**config.mk**
```make
export PLATFORM = sky130hd
export DESIGN_NAME = mtl_video_out
export DESIGN_NICKNAME = d
export VERILOG_FILES = /design/src/rtl/mtl_video_out.sv
export SDC_FILE = /design/constraint.sdc
export NUM_CORES = 1
export LEC_CHECK = 0
export BUFFER_PORTS_ARGS = -buffer_cell sky130_fd_sc_hd__buf_2
export CAP_MARGIN = 20
export CORE_UTILIZATION = 41
export CTS_CLUSTER_SIZE = 12
export DETAILED_ROUTE_END_ITERATION = 16
export PLACE_DENSITY_LB_ADDON = 0.15
export RECOVER_POWER = 100
export SYNTH_ARGS = -nofsm -noshare
export SYNTH_HDL_FRONTEND = slang
export SYNTH_SLANG_ARGS = --single-unit
```
**constraint.sdc**
```tcl
create_clock -name clk -period 4.8 [get_ports clk]
set_clock_uncertainty 0.15 [all_clocks]
set_input_delay 0.24 -clock clk [delete_from_list [all_inputs] [get_ports clk]]
set_output_delay 0.24 -clock clk [all_outputs]
set_load 0.02 [all_outputs]
```
**src/rtl/mtl_video_out.sv**
```systemverilog
// Parallel RGB panel timing generator with a SOF-aligned pixel stream input.
// Optional colour-bar generator selected by test_en when MTL_VIDEO_OUT_TEST_PATTERN_EN is defined.
module mtl_video_out #(
  parameter int COLOR_W  = 8,
  parameter int H_ACTIVE = 800,
  parameter int H_FP     = 210,
  parameter int H_SYNC   = 30,
  parameter int H_BP     = 16,
  parameter int V_ACTIVE = 480,
  parameter int V_FP     = 22,
  parameter int V_SYNC   = 13,
  parameter int V_BP     = 10,
  parameter bit SYNC_POL = 1'b0
) (
  input  logic                   clk,
  input  logic                   reset_n,
  input  logic [3*COLOR_W-1:0]   pix_data,
  input  logic                   pix_valid,
  input  logic                   pix_sof,
  output logic                   pix_ready,
  output logic [3*COLOR_W-1:0]   lcd_data,
  output logic                   lcd_hs,
  output logic                   lcd_vs,
  output logic                   lcd_de,
  output logic                   frame_start,
  output logic                   underflow,
  output logic [7:0]             resync_cnt,
  input  logic                   stat_clr,
  input  logic                   test_en
);

  localparam int H_TOTAL = H_ACTIVE + H_FP + H_SYNC + H_BP;
  localparam int V_TOTAL = V_ACTIVE + V_FP + V_SYNC + V_BP;
  localparam int HW = $clog2(H_TOTAL);
  localparam int VW = $clog2(V_TOTAL);
  localparam int DW = 3 * COLOR_W;

  localparam logic [HW-1:0] H_LAST = HW'(H_TOTAL - 1);
  localparam logic [HW-1:0] H_ACT  = HW'(H_ACTIVE);
  localparam logic [HW-1:0] H_SS   = HW'(H_ACTIVE + H_FP);
  localparam logic [HW-1:0] H_SE   = HW'(H_ACTIVE + H_FP + H_SYNC);
  localparam logic [VW-1:0] V_LAST = VW'(V_TOTAL - 1);
  localparam logic [VW-1:0] V_ACT  = VW'(V_ACTIVE);
  localparam logic [VW-1:0] V_SS   = VW'(V_ACTIVE + V_FP);
  localparam logic [VW-1:0] V_SE   = VW'(V_ACTIVE + V_FP + V_SYNC);

  typedef enum logic [1:0] {SEEK = 2'd0, HOLD = 2'd1, RUN = 2'd2} state_t;

  state_t          r_state;
  state_t          w_state_nxt;
  logic [HW-1:0]   r_hcnt;
  logic [VW-1:0]   r_vcnt;
  logic            w_active;
  logic            w_origin;
  logic            w_hsync;
  logic            w_vsync;
  logic            w_tp;
  logic [DW-1:0]   w_bar;
  logic            w_ready;
  logic            w_show;
  logic            w_set_uf;
  logic            w_inc_rs;

  assign w_active = (r_hcnt < H_ACT) && (r_vcnt < V_ACT);
  assign w_origin = (r_hcnt == {HW{1'b0}}) && (r_vcnt == {VW{1'b0}});
  assign w_hsync  = (r_hcnt >= H_SS) && (r_hcnt < H_SE);
  assign w_vsync  = (r_vcnt >= V_SS) && (r_vcnt < V_SE);

`ifdef MTL_VIDEO_OUT_TEST_PATTERN_EN
  localparam int BAR_W = (H_ACTIVE / 8 > 0) ? H_ACTIVE / 8 : 1;
  logic [HW-1:0] w_bar_q;
  logic [2:0]    w_bar_idx;
  assign w_tp      = test_en;
  assign w_bar_q   = r_hcnt / HW'(BAR_W);
  assign w_bar_idx = (w_bar_q > HW'(7)) ? 3'd7 : w_bar_q[2:0];
  // Bar order white..black maps index bits onto inverted {G=bit2, R=bit1, B=bit0}.
  assign w_bar     = {{COLOR_W{~w_bar_idx[1]}}, {COLOR_W{~w_bar_idx[2]}}, {COLOR_W{~w_bar_idx[0]}}};
`else
  logic w_unused_test_en;
  assign w_tp             = 1'b0;
  assign w_bar            = {DW{1'b0}};
  assign w_unused_test_en = test_en;
`endif

  always_ff @(posedge clk or negedge reset_n) begin
    if (!reset_n) begin
      r_hcnt <= {HW{1'b0}};
      r_vcnt <= {VW{1'b0}};
    end else if (r_hcnt == H_LAST) begin
      r_hcnt <= {HW{1'b0}};
      r_vcnt <= (r_vcnt == V_LAST) ? {VW{1'b0}} : r_vcnt + VW'(1);
    end else begin
      r_hcnt <= r_hcnt + HW'(1);
    end
  end

  always_ff @(posedge clk or negedge reset_n) begin
    if (!reset_n) r_state <= SEEK;
    else          r_state <= w_state_nxt;
  end

  always_comb begin
    w_state_nxt = r_state;
    if (w_tp) begin
      w_state_nxt = SEEK;
    end else begin
      case (r_state)
        SEEK:    if (pix_valid && pix_sof) w_state_nxt = HOLD; else w_state_nxt = SEEK;
        HOLD:    if (pix_valid && w_origin) w_state_nxt = RUN; else w_state_nxt = HOLD;
        RUN: begin
          if (w_active && pix_valid && pix_sof && !w_origin)      w_state_nxt = HOLD;
          else if (w_active && pix_valid && !pix_sof && w_origin) w_state_nxt = SEEK;
          else                                                    w_state_nxt = RUN;
        end
        default: w_state_nxt = SEEK;
      endcase
    end
  end

  // A misplaced SOF in RUN is refused so it stays at the head of the stream for HOLD.
  always_comb begin
    w_ready  = 1'b0;
    w_show   = 1'b0;
    w_set_uf = 1'b0;
    w_inc_rs = 1'b0;
    if (w_tp) begin
      w_ready = 1'b0;
    end else begin
      case (r_state)
        SEEK: w_ready = pix_valid && !pix_sof;
        HOLD: begin
          w_ready = w_origin;
          w_show  = w_origin && pix_valid;
        end
        RUN: begin
          w_ready  = w_active && !(pix_valid && pix_sof && !w_origin);
          w_show   = w_ready && pix_valid;
          w_set_uf = w_active && !pix_valid;
          w_inc_rs = w_active && pix_valid && (pix_sof != w_origin);
        end
        default: w_ready = 1'b0;
      endcase
    end
  end

  assign pix_ready = w_ready && reset_n;

  always_ff @(posedge clk or negedge reset_n) begin
    if (!reset_n) begin
      lcd_de      <= 1'b0;
      lcd_hs      <= ~SYNC_POL;
      lcd_vs      <= ~SYNC_POL;
      lcd_data    <= {DW{1'b0}};
      frame_start <= 1'b0;
    end else begin
      lcd_de      <= w_active;
      lcd_hs      <= w_hsync ? SYNC_POL : ~SYNC_POL;
      lcd_vs      <= w_vsync ? SYNC_POL : ~SYNC_POL;
      frame_start <= w_origin;
      if (w_tp)        lcd_data <= w_active ? w_bar : {DW{1'b0}};
      else if (w_show) lcd_data <= pix_data;
      else             lcd_data <= {DW{1'b0}};
    end
  end

  always_ff @(posedge clk or negedge reset_n) begin
    if (!reset_n) begin
      underflow  <= 1'b0;
      resync_cnt <= 8'd0;
    end else if (stat_clr) begin
      underflow  <= 1'b0;
      resync_cnt <= 8'd0;
    end else begin
      if (w_set_uf) underflow <= 1'b1;
      if (w_inc_rs && (resync_cnt != 8'hFF)) resync_cnt <= resync_cnt + 8'd1;
    end
  end

endmodule

```
==> impl_metrics.tcl, run 1 <==
set metrics [dict create \
    path_clk_slew_ns 0.07 \
    synth_top_area_frac 0.509 \
    reg2regPathDepth 5 \
    setup_viol 0 \
    drt_iter0_markers 81 \
    cp_slowest_stage_delay_ns 1.02 \
    worst-path-buf-inv 0 \
    slew_violations 0 \
    initial_core_util 0.422 \
    cts-root-buf "clkbuf_8" \
    numPortBuffers 66 \
    rows 30 \
    worst_slew_pin_slew_ns 1.19 \
    clockBufferDepth 2 \
    dieArea_mm2 0.00729 \
    drive_above_1_share 0.154 \
    vdd_ir_drop_max_mv 0.244 \
    ys.flop_type "dfrtp_1" \
    timing.final.hold_violations 0 \
    clock_latency_ns 0.33 \
    cts_tree "done" \
    place_inst 409 \
    synth_cell_types 47 \
    n_antenna_cell 0 \
    powerDensity_mw_per_mm2 294 \
    area_growth_pct 27.8 \
    outcome "finished clean" \
    max_slew_margin 0.196 \
    overflow 0 \
    die_w_um 85.4 \
    yosysSeqAreaShare 0.528 \
    drt-pass1-iter-count 4 \
    max_freq_mhz 300 \
    cellLeakagePower_uw 0.00167 \
    postRouteAntennaNets 0 \
    antenna_found_initial 0 \
    synth_nets 310 \
    grt_pass1_wl_um 9740 \
    path_class "flip-flop to flip-flop" \
    crit_family "simple AND/OR/NAND/NOR gates" \
    nets 404 \
    worstPathArrival_ns 3.39 \
    cp.required_ns 4.87 \
    place.gp.congestion 0.792 \
    endpoint_kind "flip-flop" \
    numCtsBuffers 9 \
    max_cap_viol_count 0 \
    hold_depth 3 \
    die_y_um 85.4 \
    setup_tns_ns 0 \
    yosys-top-cells-area "dfrtp_1 (51%), and2_1 (5.5%), ha_1 (4.0%)" \
    wirelength_um 5640 \
    cts.sink_count 60 \
    crit_chain "or4_1 > nor4_1 > nand4_4 > a211oi_1 > mux2_1" \
    final_cell_mix "dfrtp_1 (58), clkbuf_1 (39), buf_2 (28), dlygate4sd3_1 (25), nand2_1 (21)" \
    final_common_cell "dfrtp_1" \
    slowest_stage "nor4_1" \
    ys_seq_elements 60 \
    finalCritPeriodShare 0.694 \
    wl_per_cell_um 12.5 \
    viasPerCell 4.98 \
    synth-edff-count 0 \
    layoutNonFillerInstCount 450 \
    path_max_fanout 10 \
    grt_util_all_layers 0.171 \
    path_depth 5 \
    fin_crit_ns 3.33 \
    syn_area_mm2 0.00285 \
    rsz0062_at_grt "no" \
    vias 2239 \
    htreeDepth 3 \
    synth_top_cell_by_area "dfrtp_1" \
    drc 0 \
    synth_cells 271 \
    grt_max_degree 62 \
    setup.worst_path.start_class "flip-flop" \
    syn_area_per_cell_um2 10.5 \
    dp_hpwl_um 3680 \
    hold_path_class "input pin to flip-flop" \
    pin_count 68 \
    core_mm2 0.00676 \
    synthArstFlopShare 1.00 \
    grt_pass1_vias 2100 \
    yosysWarnings 0 \
]
## cells by family (layout without fill, tap and decap cells)
logic type,Yosys count,count (layout),share of synthesized area
and+or+nand+nor,119,119,0.239
DFF,60,60,0.528
AOI/OAI and AO/OA,42,42,0.0970
buffers and inverters,23,122,0.0364
xor gates and xnor gates,12,12,0.0369
adders and majority gates,9,9,0.0395
muxes,6,6,0.0237
## stage by stage
| step | hold slack [ns] | total power (uW) | util | setup slack, ns | area (um2) |
|---|---|---|---|---|---|
| finish | 0.0689 | 1070 | 0.539 | 1.47 | 3640 |
| global route | 0.0787 | 1110 | 0.539 | 1.26 | 3640 |
| CTS | 0.0539 | 1080 | 0.550 | 2.02 | 3710 |
| detailed placement | 0.300 | 555 | 0.480 | 2.10 | 3240 |
| global placement | 0.296 | 555 | 0.480 | 2.09 | 3240 |
| floorplan | -0.206 | 530 | - | 2.32 | 2850 |
## per-layer routing
| layer | global-route usage | share of wire | wire length, um |
|---|---|---|---|
| met5 | 0 | 0 | 0 |
| met4 | 0.0818 | 0.019 | 105 |
| met3 | 0.0418 | 0.039 | 220 |
| met2 | 0.262 | 0.46 | 2600 |
| met1 | 0.229 | 0.48 | 2720 |
## where the power goes
part	internal, uW	total, uW	switching (uW)
combinational	27.5	52.1	24.7
clock	295	511	216
sequential	507	508	1.03
total	829	1070	242
## area by class of cell
cell class | instances | area, um2
Sequential cell | 60 | 1500
Multi-Input combinational cell | 188 | 1220
Timing Repair Buffer | 93 | 544
Tap cell | 80 | 100
Fill cell | 623 | 3110
Inverter | 13 | 48.8
Clock inverter | 7 | 100
Clock buffer | 9 | 124
## repair_timing
action | CTS | global route
setup buffers | 0 | 0
setup endpoints to repair | 0 | 0
gates resized for setup | 0 | 0
hold endpoints to repair | 82 | 0
hold buffers | 25 | 0
## flip-flops by register name (all words and copies together) (netlist names)
signal / count
lcd_hs: 1
lcd_vs: 1
r_vcnt: 10
frame_start: 1
underflow: 1
lcd_de: 1
lcd_data: 24
resync_cnt: 8
r_hcnt: 11
r_state: 2
## path summary, 6_finish.rpt
path | start | to | slack (ns)
max | r_hcnt[2] | resync_cnt[5] | 1.47
min | pix_sof | r_state[0] | 0.07
max reg2reg | r_hcnt[2] | resync_cnt[5] | 1.47
min reg2reg | r_vcnt[6] | r_vcnt[6] | 0.37
max in group asynchronous | reset_n | lcd_data[20] | 3.57
min in group asynchronous | reset_n | resync_cnt[2] | 0.44
## worst reg2reg max path: stages (launching register included)
cell and delay, ns:
dfrtp_1 0.45, or4_1 0.60, nor4_1 1.02, nand4_4 0.31
a211oi_1 0.34, mux2_1 0.35
## synthesized netlist by cell type (2+ instances only)
master    count
dfrtp_1      58
and2_1       25
nand2_1      21
nor2_1       19
inv_1        13
a21oi_1      11
nand3_1      11
o21ai_0      11
nor3_1       10
ha_1          9
nand4_1       8
clkbuf_1      6
nor2b_1       6
xnor2_1       6
xor2_1        6
a211oi_1      3
a22o_1        3
and3_1        3
mux2_1        3
mux2_2        3
a32oi_1       2
and4_1        2
buf_2         2
buf_6         2
dfstp_2       2
nor4_1        2
nor4_4        2
o211ai_1      2
or3_1         2
No activity file was read; power rests on OpenSTA's default activity.
==> run 2, diff against run 1 <==
--- a/config.mk
+++ b/config.mk
@@ -5,6 +5,7 @@
 export SDC_FILE = /design/constraint.sdc
 export NUM_CORES = 1
 export LEC_CHECK = 0
+export ABC_AREA = 1
 export BUFFER_PORTS_ARGS = -buffer_cell sky130_fd_sc_hd__buf_2
 export CAP_MARGIN = 20
 export CORE_UTILIZATION = 41
==> constraint.sdc (replaced) <==
create_clock -name clk -period 3.1 [get_ports clk]
set_clock_uncertainty 0.15 [all_clocks]
set_input_delay 0.155 -clock clk [delete_from_list [all_inputs] [get_ports clk]]
set_output_delay 0.155 -clock clk [all_outputs]
set_load 0.02 [all_outputs]
==> run 2 against run 1 <==
- clock power rose by 38%
- die area rose by 12%
- first-iteration DRC count rose by 9.9%
- largest power group is now sequential cells
==> impl_metrics.tcl, run 2 <==
set metrics [dict create \
    outcome "finished clean" \
    yosysSeqAreaShare 0.468 \
    dp_hpwl_um 4580 \
    final_common_cell "inv_1" \
    path_clk_slew_ns 0.07 \
    postRouteAntennaNets 0 \
    path_max_fanout 6 \
    max_slew_margin 0.0135 \
    ys.flop_type "dfrtp_1" \
    synth_cell_types 38 \
    drt_iter0_markers 89 \
    grt_util_all_layers 0.181 \
    synth_top_area_frac 0.452 \
    final_cell_mix "inv_1 (71), dfrtp_1 (58), nand2_1 (54), clkbuf_1 (39), nor2_1 (34)" \
    worstPathArrival_ns 2.25 \
    yosysMostFrequentCell "inv_1" \
    rsz0062_at_grt "no" \
    cts.sink_count 60 \
    synthArstFlopShare 1.00 \
    viasPerCell 4.59 \
    clockBufferDepth 2 \
    area_growth_pct 21.7 \
    initial_core_util 0.434 \
    drc 0 \
    crit_top_cell "nand2_1" \
    path_class "flip-flop to output port" \
    grt_pass1_wl_um 11700 \
    nets 488 \
    yosys-top-cells-area "dfrtp_1 (45%), nor2_4 (9.1%), inv_1 (8.3%)" \
    timing.final.hold_violations 0 \
    grt_max_degree 61 \
    synth_nets 387 \
    syn_area_per_cell_um2 9.23 \
    drive_above_1_share 0.172 \
    setup.worst_path.start_class "flip-flop" \
    r2r_setup_slack_ns 0.61 \
    drt-pass1-iter-count 4 \
    clock_latency_ns 0.34 \
    overflow 0 \
    vias 2538 \
    n_antenna_cell 0 \
    crit_chain "inv_1 > ha_1 > nand2_1 > inv_1 > nand2_2 > nor2_1 > nand3_1 > clkinv_4 > nand2_1 > nand2_4 > nand2_1 > a21oi_1 > clkbuf_1" \
    crit_family "simple AND/OR/NAND/NOR gates" \
    ys_seq_elements 60 \
    worst_slew_pin_slew_ns 1.48 \
    synth_cells 348 \
    cellLeakagePower_uw 0.00205 \
    antenna_found_initial 0 \
    postCtsSetupBuffers 0 \
    endpoint_kind "output port" \
    fin_crit_ns 2.56 \
    largest_reg_flops 24 \
    pin_count 68 \
    slowest_stage "dfrtp_1" \
    finalCritPeriodShare 0.826 \
    numPortBuffers 66 \
    hold_path_class "input pin to flip-flop" \
    core_mm2 0.00741 \
    setup_viol 0 \
    max_cap_viol_count 0 \
    synth-edff-count 0 \
    syn_area_mm2 0.00321 \
    vdd_ir_drop_max_mv 0.245 \
    cts_tree "done" \
    powerDensity_mw_per_mm2 407 \
    rows 31 \
    regMostFlops "lcd_data" \
    dieArea_mm2 0.00819 \
    htreeDepth 3 \
    place.gp.congestion 0.802 \
    max_freq_mhz 391 \
    die_y_um 90.5 \
    slew_violations 0 \
    synth_top_cell_by_area "dfrtp_1" \
    wl_per_cell_um 11.8 \
    cp.required_ns 2.79 \
    cp_slowest_stage_delay_ns 0.44 \
    ctsResizeCount 0 \
    die_w_um 90.5 \
    setup_tns_ns 0 \
    worst-path-buf-inv 4 \
    top_regs "lcd_data (24), r_hcnt (11), r_vcnt (10)" \
    cts-root-buf "clkbuf_8" \
    wirelength_um 6520 \
    synth_commonest_cells "inv_1 (71), dfrtp_1 (58), nand2_1 (52)" \
    yosysWarnings 0 \
    fin_util 0.528 \
    grt_pass1_vias 2650 \
    numCtsBuffers 9 \
]
## run 2: report_power, final
| group | leakage (uW) | internal, uW | total (uW) | switching (uW) |
|---|---|---|---|---|
| registers | 0.000808 | 785 | 787 | 1.85 |
| clock network | 0.0000958 | 374 | 707 | 333 |
| logic | 0.00115 | 44.6 | 96.1 | 51.4 |
| total | 0.00205 | 1200 | 1590 | 386 |
## run 2: metal layers
layer / track usage / wire, um / vias to the layer above
met5: 0 / 0 / -
met4: 0.0618 / 85 / 0
met3: 0.0732 / 403 / 7
met2: 0.309 / 3170 / 52
met1: 0.203 / 2870 / 1193
li1: - / - / 1286
## run 2: layout make-up
cell class	count	area, um2
fillers	700	3500
flip-flops and latches	60	1500
multi-input cells	211	1250
repair buffers	93	547
inverters	74	283
clock buffers	9	124
well taps	99	124
clock inverters	7	76.3
## run 2: worst reg2reg max path, cell delays in order (launching register included)
cell and delay (ns):
dfrtp_1 0.44, inv_1 0.08, ha_1 0.16, nand2_1 0.06, inv_1 0.06, nand2_2 0.04
nor2_1 0.12, nand3_1 0.21, clkinv_4 0.10, nand2_1 0.08, nand2_4 0.08, nand4_4 0.50
nor2_1 0.32
## run 2: per-stage QoR
step / area (um2) / worst slack, ns / instances / power, uW / hold WS [ns]
final: 3910 / 0.540 / 553 / 1590 / 0.166
after global routing: 3910 / 0.335 / 553 / 1660 / 0.197
after CTS: 4090 / 0.657 / 553 / 1620 / 0.159
after detailed placement: 3630 / 0.669 / 511 / 880 / 0.217
after global placement: 3630 / 0.701 / 511 / 880 / 0.215
after floorplan: 3210 / 1.26 / 348 / 839 / -0.291
## run 2: kinds of logic (layout without fill, tap and decap cells)
logic type	Yosys count	in the layout	synth area share
AO/OA/AOI/OAI	28	28	0.0483
buffers and inverters	77	183	0.102
flip-flops	60	60	0.468
adder cells (fa/ha/maj)	9	9	0.0351
AND/OR/NAND/NOR	162	162	0.314
XOR/XNOR	12	12	0.0327
## run 2: what timing repair did
action | CTS | global route
hold buffers | 26 | 0
endpoints found under the hold margin | 83 | 0
endpoints found under the setup margin | 0 | 0
## run 2: worst paths after layout
path / from / end / depth (start not counted)
min in group asynchronous: reset_n / r_vcnt[3] / 3
max: r_vcnt[0] / pix_ready / 13
min reg2reg: underflow / underflow / 1
min: pix_sof / r_state[0] / 7
max reg2reg: r_vcnt[0] / lcd_data[3] / 12
max in group asynchronous: reset_n / lcd_data[12] / 3
